--- src/rtl/lsu_pkg.sv ---
// rtl/lsu_pkg.sv - shared funct3 codes, FSM states and request classification helpers
package lsu_pkg;

  localparam logic [2:0] F3_B  = 3'b000;
  localparam logic [2:0] F3_H  = 3'b001;
  localparam logic [2:0] F3_W  = 3'b010;
  localparam logic [2:0] F3_BU = 3'b100;
  localparam logic [2:0] F3_HU = 3'b101;

  typedef enum logic [2:0] {
    ST_IDLE,
    ST_LOAD,
    ST_MERGE,
    ST_WRITE,
    ST_RESP
  } lsu_state_e;

  // Stores only know B/H/W; loads add the unsigned byte/half variants.
  function automatic logic f3_illegal(input logic we, input logic [2:0] f3);
    logic ok;
    if (we) ok = (f3 == F3_B) || (f3 == F3_H) || (f3 == F3_W);
    else    ok = (f3 == F3_B) || (f3 == F3_H) || (f3 == F3_W) ||
                 (f3 == F3_BU) || (f3 == F3_HU);
    return !ok;
  endfunction

  // funct3[1:0] carries the access size for every legal encoding.
  function automatic logic misaligned(input logic [2:0] f3, input logic [1:0] off);
    logic bad;
    case (f3[1:0])
      2'b01:   bad = off[0];
      2'b10:   bad = (off != 2'b00);
      default: bad = 1'b0;
    endcase
    return bad;
  endfunction

endpackage

--- src/rtl/lsu_lane.sv ---
// rtl/lsu_lane.sv - byte/half lane extraction with extension and sub-word store merge
module lsu_lane
  import lsu_pkg::*;
(
  input  logic [31:0] word_i,
  input  logic [1:0]  off_i,
  input  logic [2:0]  funct3_i,
  input  logic [31:0] wdata_i,
  output logic [31:0] load_o,
  output logic [31:0] merge_o
);

  logic [7:0]  byte_v;
  logic [15:0] half_v;

  // Pick the addressed byte and half out of the memory word.
  always_comb begin
    byte_v = word_i[7:0];
    case (off_i)
      2'd1:    byte_v = word_i[15:8];
      2'd2:    byte_v = word_i[23:16];
      2'd3:    byte_v = word_i[31:24];
      default: byte_v = word_i[7:0];
    endcase
    half_v = off_i[1] ? word_i[31:16] : word_i[15:0];
  end

  // Extend the selected lane according to the load flavour.
  always_comb begin
    load_o = word_i;
    case (funct3_i)
      F3_B:    load_o = {{24{byte_v[7]}}, byte_v};
      F3_BU:   load_o = {24'h0, byte_v};
      F3_H:    load_o = {{16{half_v[15]}}, half_v};
      F3_HU:   load_o = {16'h0, half_v};
      default: load_o = word_i;
    endcase
  end

  // Replace the addressed lane of the old word with the store data.
  always_comb begin
    merge_o = word_i;
    case (funct3_i[1:0])
      2'b00: begin
        case (off_i)
          2'd0:    merge_o[7:0]   = wdata_i[7:0];
          2'd1:    merge_o[15:8]  = wdata_i[7:0];
          2'd2:    merge_o[23:16] = wdata_i[7:0];
          default: merge_o[31:24] = wdata_i[7:0];
        endcase
      end
      2'b01: begin
        if (off_i[1]) merge_o[31:16] = wdata_i[15:0];
        else          merge_o[15:0]  = wdata_i[15:0];
      end
      default: merge_o = wdata_i;
    endcase
  end

endmodule

--- src/rtl/load_store_unit.sv ---
// rtl/load_store_unit.sv - MEM-stage load/store initiator with read-modify-write for sub-word stores
module load_store_unit
  import lsu_pkg::*;
#(
  parameter int IDX_W = 10
) (
  input  logic        clk,
  input  logic        rst,
  input  logic        req_valid,
  output logic        req_ready,
  input  logic        req_we,
  input  logic [2:0]  req_funct3,
  input  logic [31:0] req_addr,
  input  logic [31:0] req_wdata,
  output logic        resp_valid,
  output logic [31:0] resp_rdata,
  output logic        resp_err,
  output logic        mem_we,
  output logic [31:0] mem_a,
  output logic [31:0] mem_wd,
  input  logic [31:0] mem_rd
);

  lsu_state_e       state_q, state_d;
  logic [IDX_W+1:0] addr_q, addr_d;
  logic [2:0]       f3_q, f3_d;
  logic [15:0]      wdata_q, wdata_d;
  logic [31:0]      rdata_q, rdata_d;
  logic             err_q, err_d;
  logic [31:0]      wd_q, wd_d;

  logic             req_err;
  logic [31:0]      lane_load;
  logic [31:0]      lane_merge;

  lsu_lane u_lane (
    .word_i   (mem_rd),
    .off_i    (addr_q[1:0]),
    .funct3_i (f3_q),
    .wdata_i  ({16'h0, wdata_q}),
    .load_o   (lane_load),
    .merge_o  (lane_merge)
  );

  // Classify the incoming request; any error skips the memory entirely.
  always_comb begin
    req_err = f3_illegal(req_we, req_funct3) |
              misaligned(req_funct3, req_addr[1:0]) |
              (|req_addr[31:IDX_W+2]);
  end

  // Next-state and register-update logic of the access sequencer.
  always_comb begin
    state_d = state_q;
    addr_d  = addr_q;
    f3_d    = f3_q;
    wdata_d = wdata_q;
    rdata_d = rdata_q;
    err_d   = err_q;
    wd_d    = wd_q;
    case (state_q)
      ST_IDLE: begin
        if (req_valid) begin
          addr_d  = req_addr[IDX_W+1:0];
          f3_d    = req_funct3;
          wdata_d = req_wdata[15:0];
          rdata_d = 32'h0;
          err_d   = req_err;
          if (req_err) begin
            state_d = ST_RESP;
          end else if (!req_we) begin
            state_d = ST_LOAD;
          end else if (req_funct3 == F3_W) begin
            wd_d    = req_wdata;
            state_d = ST_WRITE;
          end else begin
            state_d = ST_MERGE;
          end
        end
      end
      ST_LOAD: begin
        rdata_d = lane_load;
        state_d = ST_RESP;
      end
      ST_MERGE: begin
        wd_d    = lane_merge;
        state_d = ST_WRITE;
      end
      ST_WRITE: state_d = ST_RESP;
      ST_RESP:  state_d = ST_IDLE;
      default:  state_d = ST_IDLE;
    endcase
  end

  // State and datapath registers; reset drops any in-flight request.
  always_ff @(posedge clk) begin
    if (!rst) begin
      state_q <= ST_IDLE;
      addr_q  <= '0;
      f3_q    <= 3'b000;
      wdata_q <= 16'h0;
      rdata_q <= 32'h0;
      err_q   <= 1'b0;
      wd_q    <= 32'h0;
    end else begin
      state_q <= state_d;
      addr_q  <= addr_d;
      f3_q    <= f3_d;
      wdata_q <= wdata_d;
      rdata_q <= rdata_d;
      err_q   <= err_d;
      wd_q    <= wd_d;
    end
  end

  // Handshake and memory-port outputs decoded from the current state.
  always_comb begin
    req_ready  = (state_q == ST_IDLE);
    resp_valid = (state_q == ST_RESP);
    resp_rdata = rdata_q;
    resp_err   = err_q;
    mem_we     = (state_q == ST_WRITE) & rst;
    mem_wd     = wd_q;
    mem_a      = (state_q == ST_IDLE) ? 32'h0
                                      : {{(30-IDX_W){1'b0}}, addr_q[IDX_W+1:2]};
  end

endmodule

--- config.mk ---
export PLATFORM = sky130hd
export DESIGN_NAME = load_store_unit
export DESIGN_NICKNAME = d
export VERILOG_FILES = /design/src/rtl/lsu_pkg.sv /design/src/rtl/lsu_lane.sv /design/src/rtl/load_store_unit.sv
export SDC_FILE = /design/constraint.sdc
export NUM_CORES = 1
export LEC_CHECK = 0
export BUFFER_PORTS_ARGS = -buffer_cell sky130_fd_sc_hd__buf_2
export CAP_MARGIN = 20
export CORE_ASPECT_RATIO = 1.2
export CORE_MARGIN = 2
export CORE_UTILIZATION = 50
export CTS_BUF_LIST = sky130_fd_sc_hd__clkbuf_16
export CTS_CLUSTER_DIAMETER = 120
export DETAILED_ROUTE_END_ITERATION = 8
export PLACE_DENSITY = 0.83
export SLEW_MARGIN = 20
export SYNTH_ARGS = -nofsm -noshare
export SYNTH_HDL_FRONTEND = slang
export SYNTH_SLANG_ARGS = --single-unit
--- constraint.sdc ---
create_clock -name clk -period 2.5 [get_ports clk]
set_input_delay 0.375 -clock clk [delete_from_list [all_inputs] [get_ports clk]]
set_output_delay 0.375 -clock clk [all_outputs]
set_load 0.03 [all_outputs]
After elaboration in Yosys (flattened, before gate mapping)
Index checks and enable logic that the tools add are counted.
{"block": "classes", "eq_ne": 21, "mux": 25, "n_bitwise": 3, "n_reduce_logical": 19}
{"cell": "32-bit case mux with 2 select lines", "n": 3}
{"cell": "32-bit two-way mux", "n": 5}
{"cell": "32-bit case mux with 4 select lines", "n": 1}
{"cell": "16-bit two-way mux", "n": 3}
{"cell": "8-bit two-way mux", "n": 4}
{"cell": "8-bit case mux with 3 select lines", "n": 1}
{"cell": "20-bit OR reduction", "n": 1}
{"cell": "3-bit equality test (second input constant)", "n": 5}
{"cell": "10-bit two-way mux", "n": 1}
{"cell": "3-bit by 1-bit equality test with 1-bit output (second input constant)", "n": 3}
{"cell": "3-bit by 2-bit equality test with 1-bit output (second input constant)", "n": 3}
{"cell": "3-bit logical NOT", "n": 3}
{"cell": "3-bit case mux with 3 select lines", "n": 1}
{"cell": "2-bit by 1-bit equality test with 1-bit output (second input constant)", "n": 3}
{"cell": "2-bit equality test (second input constant)", "n": 3}
{"cell": "3-bit two-way mux", "n": 2}
{"cell": "2-bit nonzero test", "n": 3}
{"cell": "5-bit AND reduction", "n": 1}
{"cell": "2-bit logical NOT", "n": 2}
{"cell": "1-bit logical OR", "n": 4}
{"cell": "2-bit by 1-bit inequality test with 1-bit output (second input constant)", "n": 2}
{"cell": "2-bit inequality test (second input constant)", "n": 2}
{"cell": "2-bit AND reduction", "n": 2}
{"cell": "3-bit OR reduction", "n": 1}
{"cell": "7 further kinds", "n": 9}
{"block": "totals", "reg_bits": 99, "inputBits": 103, "output_inout_bits": 100, "word_cells": 75}

Longest topological paths before layout
{"block": "depth", "ltp_word": 12, "ltp_mapped": 8, "mapped_depth_nobuf": 7}

By module
A second synthesis with hierarchy kept.
{"block": "unflattened", "hier_cells": 760, "area_unflattened_um2": 6123.4}
{"module": "load_store_unit", "n_inst": 1, "cells_each": 530, "area_per_inst_um2": 4599.4, "seq_area_each_um2": 1981.9}
{"module": "lsu_lane", "n_inst": 1, "cells_each": 230, "area_per_inst_um2": 1524.0, "seq_area_each_um2": 0.0}

Worst setup path before layout
OpenSTA, ideal clock, no wires.
{"block": "synth_timing", "kind": "register -> output", "from": "register state_q[0]", "to": "output port mem_a[0]", "arrival_ns": 1.525, "required_ns": 2.125, "path_slack_ns": 0.600, "path_stages_with_launch": 5, "path_buffers": 2, "cell_sequence": "dfxtp_1 -> buf_4 -> nor3_1 -> clkbuf_1 -> nor2b_1"}
{"block": "synth_via", "elab_chain_cells": 2}
{"item": "from (decl)", "line_no": "load_store_unit.sv:24", "text": "lsu_state_e state_q, state_d;"}
{"item": "from (signal assigned)", "line_no": "load_store_unit.sv:106", "text": "state_q <= state_d;"}
{"item": "3-bit logical NOT"}
{"item": "named net req_ready", "line_no": "load_store_unit.sv:10", "text": "output logic req_ready,"}
{"item": "10-bit two-way mux", "line_no": "load_store_unit.sv:124", "text": "mem_a = (state_q == ST_IDLE) ? 32'h0"}
{"item": "to (decl)", "line_no": "load_store_unit.sv:19", "text": "output logic [31:0] mem_a,"}
The timed path passes the listed nets, and every way through them passes these cells.

Final worst setup path
{"block": "layout_timing", "from": "register state_q[0]", "to": "output port mem_a[3]"}
{"block": "layout_via", "elab_chain_cells": 2}
{"item": "3-bit logical NOT", "line_no": "load_store_unit.sv:124"}
{"item": "10-bit two-way mux", "line_no": "load_store_unit.sv:124"}
No other way between the ends.

==> flow_metrics.tcl <==
set metrics [dict create \
    num-fill-cells 989 \
    synth.distinct_cells 54 \
    synth_top_cell_area_share_pct 34.98 \
    max_freq_mhz 471.3 \
    grt_max_degree 66 \
    syn_area_sq_um 5665 \
    diodes 0 \
    vias 5856 \
    fin_worst_skew_ns 0.004859 \
    postLayoutCellArea_sq_um 6832 \
    syn_to_final_growth_pct 20.58 \
    clock_path_buffers 2 \
    clockRootBuffer "clkbuf_16" \
    r2r_slack_ns 0.41 \
    endpoint_kind "output pin" \
    crit_end "mem_a[3]" \
    layout-drive-gt1-share_pct 27.40 \
    fp-row-count 42 \
    ys_seq_area_share_pct 34.98 \
    dpl.hpwl_microns 12400 \
    yosysMostFrequentCell "nand2_1" \
    syn_area_per_cell_sq_um 8.002 \
    post_drt_wl_per_cell_microns 17.31 \
    syn_inst 708 \
    reg2regPathDepth 6 \
    synth_edf_count 0 \
    ir_drop_mv 0.3150 \
    final.min_clock_period_ns 2.122 \
    tritoncts "done" \
    start_util_pct 51.34 \
    period_share_pct 84.88 \
    clock_sinks 99 \
    relSlewSlack_pct 32.75 \
    crit_required_ns 2.12 \
    first_iter_violations 642 \
    grt_pass1_wl_microns 26210 \
    path_max_fanout 10 \
    ios 203 \
    numCtsBuffers 9 \
    synthFlopType "dfxtp_1" \
    synthArstFlopShare_pct 0 \
    postPlaceCellArea_sq_um 6514 \
    yosys.area.top_type "dfxtp_1" \
    dieArea_sq_um 12200 \
    r2r_end "mem_wd[27]" \
    track_usage_pct 27.16 \
    coreArea_sq_um 11040 \
    cp_slowest_stage_delay_ns 0.50 \
    fin_tns_setup_ns 0 \
    worst-setup-path-type "reg2out" \
    status "completed" \
    slew_violations 0 \
    finalHoldViolCount 0 \
    antenna_found_initial 0 \
    routed_wl_microns 17070 \
    route.detailed.drc 0 \
    powerDensity_nw_per_um2 540.7 \
    hp-class "in2reg" \
    firstDrtPassIters 6 \
    gp_congestion 0.9227 \
    startpoint "state_q[0]" \
    worst_slew_pin_slew_ns 1.009 \
    p_leak_nw 3.132 \
    ctsResizeCount 0 \
    grt_pass1_vias 5267 \
    die_y_microns 120.6 \
    synth_seq_cells 99 \
    path_cells "nor3_1 -> buf_4 -> nor2b_1 -> buf_2" \
    slowest_stage "nor3_1" \
    clk_pin_slew_ns 0.07 \
    die_x_microns 101.2 \
    synthTopCellsByArea "dfxtp_1, mux2i_1, nand2_1" \
    start_kind "register" \
    post_cts_buffers 0 \
    htreeDepth 3 \
    grt_overflow 0 \
    nets 955 \
    portBuffers 180 \
    setup_viol_count_final 0 \
    ant_nets 0 \
    clkLatencyLatePin_ns 0.34 \
    via_per_inst 5.939 \
    arrival_ns 1.75 \
    maxCapViolations 0 \
    netlist_top_cells_count "nand2_1, dfxtp_1, o21ai_0, mux2i_1, a21oi_1" \
    postCtsHoldBufs 0 \
    rsz0062_at_grt "false" \
    yosys_warnings 0 \
    regToRegStartpoint "f3_q[0]" \
]
[cell type report]
class                      instances  area [sq um]  share of cell area, %
tap                              132         165.2                  2.418
sequential                        99          1982                  29.01
inverter                          10         37.54                 0.5495
timing repair buffer             197          1054                  15.42
clock inverter                     7         92.59                  1.355
multi-input combinational        532          3276                  47.95
clock buffer                       9         225.2                  3.297
[report_power, final]
group / switching, mW / internal (mW) / total [mW]
sequential: 0.0371 / 1.61 / 1.64
combinational: 0.359 / 0.205 / 0.564
clock: 0.612 / 0.873 / 1.49
[kinds of logic after synthesis]
family          synth area share [%]
fa+ha+maj                     0.6626
flops                          34.98
compound gates                 24.63
buf+inv                        8.768
other cells                  0.06619
simple gates                   17.38
mux                            13.52
[worst max-delay path: cells and delay by family, from the launching register on]
| family | cells | cell delay, ns |
|---|---|---|
| DFF | 1 | 0.42 |
| and+or+nand+nor | 2 | 0.56 |
| buffers and inverters | 2 | 0.43 |
[sequential cells by signal, indices dropped and copies added (netlist names)]
register    count
resp_err        1
state_q         3
addr_q         12
wdata_q        16
f3_q            3
resp_rdata     32
mem_wd         32
[cells in the final DEF (no fill, tap or decap), types with 8 or more instances in the layout]
cell       instances
nand2_1          144
a21oi_1           48
o21ai_0           71
buf_4             15
dfxtp_1           99
nor2b_1           14
a21boi_0           8
inv_1             10
nor2_1            12
buf_2            180
conb_1            22
o211ai_1          23
a21o_1             9
o2111ai_1          8
mux2_2             8
clkbuf_16          9
nand3_1           20
mux2i_1           63
[per-layer routing]
layer / wire length (microns) / track usage, %
met5: 0 / 0
met1: 6667 / 33.28
met4: 765 / 13.01
met3: 1437 / 5.665
met2: 8195 / 44.99
[worst min-delay path by stage]
stage,slack (ns),cells after the start,from,endpoint
detailed placement,0.44,2,addr_q[10],addr_q[10]
floorplan,0.43,2,addr_q[10],addr_q[10]
CTS,0.26,3,req_addr[4],addr_q[4]
global route,0.27,3,req_addr[8],addr_q[8]
finish,0.26,3,req_addr[4],addr_q[4]
global placement,0.44,2,addr_q[6],addr_q[6]
[through the flow]
| stage | worst slack (ns) | hold slack (ns) | power, mW | util (%) | std cells |
|---|---|---|---|---|---|
| floorplan | 0.5998 | 0.4318 | 2.053 | - | 729 |
| global placement | 0.3937 | 0.4372 | 2.221 | 59.02 | 970 |
| detailed placement | 0.3131 | 0.4435 | 2.228 | 59.02 | 970 |
| CTS | 0.3642 | 0.2606 | 3.692 | 61.90 | 986 |
| global route | 0.1954 | 0.2748 | 3.823 | 61.90 | 986 |
| finish | 0.3781 | 0.2635 | 3.694 | 61.90 | 986 |
(Power assumes the default switching activity.)
